===== config.mk =====
export PLATFORM = sky130hd
export DESIGN_NAME = data_mem_lsu
export DESIGN_NICKNAME = d
export VERILOG_FILES = /design/src/rtl/data_mem_lsu.sv
export SDC_FILE = /design/constraint.sdc
export NUM_CORES = 1
export LEC_CHECK = 0
export CAP_MARGIN = 20
export CORE_UTILIZATION = 45
export CTS_BUF_LIST = sky130_fd_sc_hd__clkbuf_8 sky130_fd_sc_hd__clkbuf_16
export DETAILED_ROUTE_END_ITERATION = 10
export MAX_ROUTING_LAYER = met4
export PLACE_DENSITY = 0.8
export SLEW_MARGIN = 20
export SYNTH_ARGS = -nofsm -noshare
export SYNTH_HDL_FRONTEND = slang
export SYNTH_SLANG_ARGS = --single-unit
export TNS_END_PERCENT = 50

===== constraint.sdc =====
create_clock -name clk -period 2 [get_ports clk]
set_input_delay 0.2 -clock clk [delete_from_list [all_inputs] [get_ports clk]]
set_output_delay 0.2 -clock clk [all_outputs]
set_load 0.01 [all_outputs]

===== src/rtl/data_mem_lsu.sv =====
// Load/store unit in front of a 16x24-bit synchronous data memory.
// Handles one request at a time, byte-lane loads and read-modify-write byte stores.
module data_mem_lsu #(
    parameter int unsigned DW    = 24,
    parameter int unsigned AW    = 5,
    parameter int unsigned DEPTH = 16
) (
    input  logic          clk,
    input  logic          rst,
    input  logic          req_valid,
    output logic          req_ready,
    input  logic          req_we,
    input  logic          req_byte,
    input  logic [1:0]    req_lane,
    input  logic          req_signed,
    input  logic [AW-1:0] req_addr,
    input  logic [DW-1:0] req_wdata,
    output logic          resp_valid,
    input  logic          resp_ready,
    output logic [DW-1:0] resp_data,
    output logic          resp_err,
    output logic          mem_we,
    output logic [AW-1:0] mem_addr,
    output logic [DW-1:0] mem_din,
    input  logic [DW-1:0] mem_dout
);

    typedef enum logic [2:0] {StIdle, StRead, StWait, StWrite, StResp} state_e;

    localparam logic [AW:0] DepthLim = DEPTH[AW:0];

    state_e        state_q, state_d;
    logic          mem_we_q, mem_we_d;
    logic [AW-1:0] mem_addr_q, mem_addr_d;
    logic [DW-1:0] mem_din_q, mem_din_d;
    logic [DW-1:0] resp_data_q, resp_data_d;
    logic          resp_err_q, resp_err_d;
    logic          store_q, store_d;
    logic          byte_q, byte_d;
    logic [1:0]    lane_q, lane_d;
    logic          sgn_q, sgn_d;
    logic [7:0]    wbyte_q, wbyte_d;

    logic          req_err;
    logic [7:0]    lane_byte;
    logic [DW-1:0] merged;

    assign req_ready = (state_q == StIdle) && !rst;
    assign req_err   = ({1'b0, req_addr} >= DepthLim) || (req_lane == 2'd3) ||
                       (!req_byte && (req_lane != 2'd0));

    // Lane extraction and merge both work on the word returned during WAIT.
    always_comb begin
        merged = mem_dout;
        case (lane_q)
            2'd0: begin
                lane_byte    = mem_dout[7:0];
                merged[7:0]  = wbyte_q;
            end
            2'd1: begin
                lane_byte    = mem_dout[15:8];
                merged[15:8] = wbyte_q;
            end
            default: begin
                lane_byte     = mem_dout[23:16];
                merged[23:16] = wbyte_q;
            end
        endcase
    end

    always_comb begin
        state_d     = state_q;
        mem_we_d    = 1'b0;
        mem_addr_d  = mem_addr_q;
        mem_din_d   = mem_din_q;
        resp_data_d = resp_data_q;
        resp_err_d  = resp_err_q;
        store_d     = store_q;
        byte_d      = byte_q;
        lane_d      = lane_q;
        sgn_d       = sgn_q;
        wbyte_d     = wbyte_q;
        case (state_q)
            StIdle: begin
                if (req_valid && req_ready) begin
                    store_d     = req_we;
                    byte_d      = req_byte;
                    lane_d      = req_lane;
                    sgn_d       = req_signed;
                    wbyte_d     = req_wdata[7:0];
                    resp_data_d = '0;
                    resp_err_d  = req_err;
                    if (req_err) begin
                        state_d = StResp;
                    end else begin
                        mem_addr_d = req_addr;
                        if (req_we && !req_byte) begin
                            mem_we_d  = 1'b1;
                            mem_din_d = req_wdata;
                            state_d   = StWrite;
                        end else begin
                            state_d = StRead;
                        end
                    end
                end
            end
            StRead: state_d = StWait;
            StWait: begin
                if (store_q) begin
                    mem_we_d  = 1'b1;
                    mem_din_d = merged;
                    state_d   = StWrite;
                end else begin
                    resp_data_d = byte_q ? {{(DW-8){sgn_q & lane_byte[7]}}, lane_byte} : mem_dout;
                    state_d     = StResp;
                end
            end
            StWrite: state_d = StResp;
            StResp: begin
                if (resp_ready) begin
                    state_d = StIdle;
                end
            end
            default: state_d = StIdle;
        endcase
    end

    always_ff @(posedge clk) begin
        if (rst) begin
            state_q     <= StIdle;
            mem_we_q    <= 1'b0;
            mem_addr_q  <= '0;
            mem_din_q   <= '0;
            resp_data_q <= '0;
            resp_err_q  <= 1'b0;
            store_q     <= 1'b0;
            byte_q      <= 1'b0;
            lane_q      <= 2'd0;
            sgn_q       <= 1'b0;
            wbyte_q     <= 8'd0;
        end else begin
            state_q     <= state_d;
            mem_we_q    <= mem_we_d;
            mem_addr_q  <= mem_addr_d;
            mem_din_q   <= mem_din_d;
            resp_data_q <= resp_data_d;
            resp_err_q  <= resp_err_d;
            store_q     <= store_d;
            byte_q      <= byte_d;
            lane_q      <= lane_d;
            sgn_q       <= sgn_d;
            wbyte_q     <= wbyte_d;
        end
    end

    assign mem_we     = mem_we_q;
    assign mem_addr   = mem_addr_q;
    assign mem_din    = mem_din_q;
    assign resp_valid = (state_q == StResp);
    assign resp_data  = resp_data_q;
    assign resp_err   = resp_err_q;

endmodule


==> reports/metrics.csv <==
metric;value;unit
sw_frac_of_total;25.9;%
arrival;2.03;ns
cp_slowest_cell;dfxtp_1;
areaGrowthSynthToFinish;46.1;%
yosysWarnings;0;
p_int;2.52;mW
netlist_instances;406;
drtIter0Drc;202;
clockBufferDepth;2;
num_rows;31;
p_comb_share;16.5;%
yosysSeqAreaShare;41.6;%
vias;3541;
finalCriticalPeriod;1.75;ns
timing.fmax;0.571;GHz
cap_violations;0;
synth_seq_cells;71;
worst_slack;0.250;ns
startpoint_type;register;
cts_hold_buf;0;
rsz0062_at_grt;no;
ir_drop;450;uV
wl;10.4;mm
io_buffers;118;
cts_tree;yes;
path_class;reg -> reg;
cts_root_buf;clkbuf_8;
hold_class;in -> reg;
async_flop_share;0;%
initial_utilization;46.9;%
hpwl;7.58;mm
syn-num-nets;468;
period_share;87.5;%
numCtsBuffers;9;
pwr_density_cell;679;nW/um2
die_x;89.2;um
max_stage_delay;0.45;ns
first_pass_iters;5;
status;finished, final reports clean;
ant_nets;0;
htree_levels;3;
grt_pass1_wl;16.1;mm
met2WireLength;4.99;mm
maxSlewViolCount;0;
setup_violations;0;
p_leak;1.82;nW
grt_usage;27.7;%
hold_viol;0;
clkPwrFrac;39.1;%
synth_area;3420;um2
max_slew_margin;59.7;%
fin_setup_tns;0;ns
tightest_slew;0.604;ns
clk_pin_slew_worst_paths;0.08;ns
seq_power_share;44.3;%
ys_dominant_reg_cell;dfxtp_1;
avgSynthCellArea;8.43;um2
wl_met3;707;um
drive_gt1_share;9.56;%
vias_per_cell;5.69;
wl_per_cell;16.8;um
endpoint_kind;register;
place_area;4760;um2
multi_input_area;1800;um2
register_area;1430;um2
dr.max_layer_used;met4;
final_cells;622;
cp_data_required_time;2.27;ns
fillers;628;
holdWs;0.426;ns
dp_slack;-0.00148;ns
grt_start_max_net_pins;50;
design_area;5000;um2
antenna_found_initial;0;
power.switching;0.880;mW
dp.cells;606;
synth.distinct_cells;41;
place_congestion;0.917;
synth-edff-count;0;
die_h;89.2;um
coreArea;7290;um2
insertion_delay;0.35;ns
worstPathMaxFanout;45;
grt_pass1_vias;3170;
die_area;7950;um2
grt_overflow;0;
antenna_cells;0;
layout.nets;580;
clock_sinks;71;
path_cells;nand2_1 -> or3_1 -> buf_4 -> a221o_1 -> a21oi_1;
drt-met1-wl;4.45;mm
pin_count;119;
fin_skew;0.00955;ns
drc_errors;0;
-- metal layers --
layer  vias up  GRT usage [%]
met1      1652           35.5
met3        29           4.25
met5         -              -
met4         0           12.0
met2       163           43.4
li1       1697              -
-- sequential cells by signal (all words and copies together) (netlist names) --
register and count:
mem_addr 5, store_q 1, lane_q 2, sgn_q 1, byte_q 1, state_q 3
wbyte_q 8, resp_err 1, resp_data 24, mem_din 24, mem_we 1
-- power groups by stage --
stage	combinational, mW	sequential [mW]	clock (mW)
2_1_floorplan	0.277	1.52	0
3_3_place_gp	0.549	1.54	0
3_5_place_dp	0.556	1.54	0
4_1_cts	0.558	1.50	1.34
5_1_grt	0.601	1.51	1.40
6_report	0.561	1.51	1.33
-- synth_stat cells (2+ instances only) --
| master | instances | share of area, % |
|---|---|---|
| dfxtp_1 | 71 | 42 |
| nand2_1 | 56 | 6.1 |
| a21oi_1 | 36 | 5.3 |
| nor2_1 | 33 | 3.6 |
| o21ai_0 | 30 | 4.4 |
| a221o_1 | 24 | 7.0 |
| mux2i_1 | 24 | 7.0 |
| clkbuf_1 | 20 | 2.2 |
| nand3_1 | 18 | 2.6 |
| o21ai_1 | 12 | 1.8 |
| buf_2 | 10 | 1.5 |
| nand4_1 | 8 | 1.5 |
| o221ai_1 | 7 | 1.8 |
| o22a_1 | 7 | 1.8 |
| inv_1 | 6 | 0.66 |
| nor2b_1 | 6 | 1.1 |
| mux2_1 | 4 | 1.3 |
| buf_6 | 3 | 0.99 |
| a31o_2 | 2 | 0.51 |
| and2_1 | 2 | 0.37 |
| buf_1 | 2 | 0.22 |
| buf_4 | 2 | 0.44 |
| mux2_2 | 2 | 0.66 |
| nand2b_1 | 2 | 0.37 |
| nor3_4 | 2 | 0.95 |
| o31ai_1 | 2 | 0.44 |
-- logic make-up after synthesis --
logic type | synth area share [%]
flops | 41.6
compound gates | 24.4
simple gates | 18.7
mux | 9.00
buf+inv | 6.07
fa+ha+maj | 0.293
-- worst paths after layout --
kind                                 to  cells after the start                        from  slack, ns
max reg2reg     mem_din[8]$_SDFFE_PP0P_                      5     state_q[1]$_SDFFE_PP0P_       0.25
min reg2reg  resp_data[23]$_SDFFE_PP0P_                      2  resp_data[23]$_SDFFE_PP0P_       0.45
max             mem_din[8]$_SDFFE_PP0P_                      5     state_q[1]$_SDFFE_PP0P_       0.25
min                  sgn_q$_SDFFE_PP0P_                      3                  req_signed       0.43
-- layout by cell type (no fill, tap or decap), types with 4 or more instances in the layout --
master,n
a221o_1,24
mux2_1,4
dfxtp_1,69
o21ai_0,30
clkbuf_8,11
nor2_1,33
nand4_1,8
inv_1,6
clkdlybuf4s50_1,117
o21ai_1,12
a21oi_1,36
o22a_1,7
nand2_1,56
o221ai_1,7
nor2b_1,6
buf_4,15
mux2i_1,24
nand3_1,18
buf_12,5
-- repair_timing --
action                                  4_1_cts  5_1_grt
resized for setup                             4        0
setup buffers                                 0        0
endpoints found under the setup margin        1        0
-- layout make-up --
| class | count | share of cell area [%] |
|---|---|---|
| inverter | 7 | 0.526 |
| clock buffer | 11 | 3.03 |
| clock inverter | 5 | 1.60 |
| tap | 99 | 2.48 |
| timing repair buffer | 138 | 27.9 |
| multi-input combinational | 291 | 36.0 |
| sequential | 71 | 28.5 |
-- metrics by stage --
stage / utilization [%] / total power [mW]
6_report: 68.5 / 3.40
5_1_grt: 68.5 / 3.51
4_1_cts: 68.5 / 3.40
3_5_place_dp: 65.3 / 2.09
3_3_place_gp: 65.3 / 2.08
2_1_floorplan: - / 1.80
-- critical path, delay by kind of cell, from the launching register on --
| family | cells | cell delay (ns) |
|---|---|---|
| compound gates | 2 | 0.52 |
| flops | 1 | 0.45 |
| buf+inv | 1 | 0.27 |
| simple gates | 2 | 0.41 |
No activity file was read; power rests on OpenSTA's default activity.
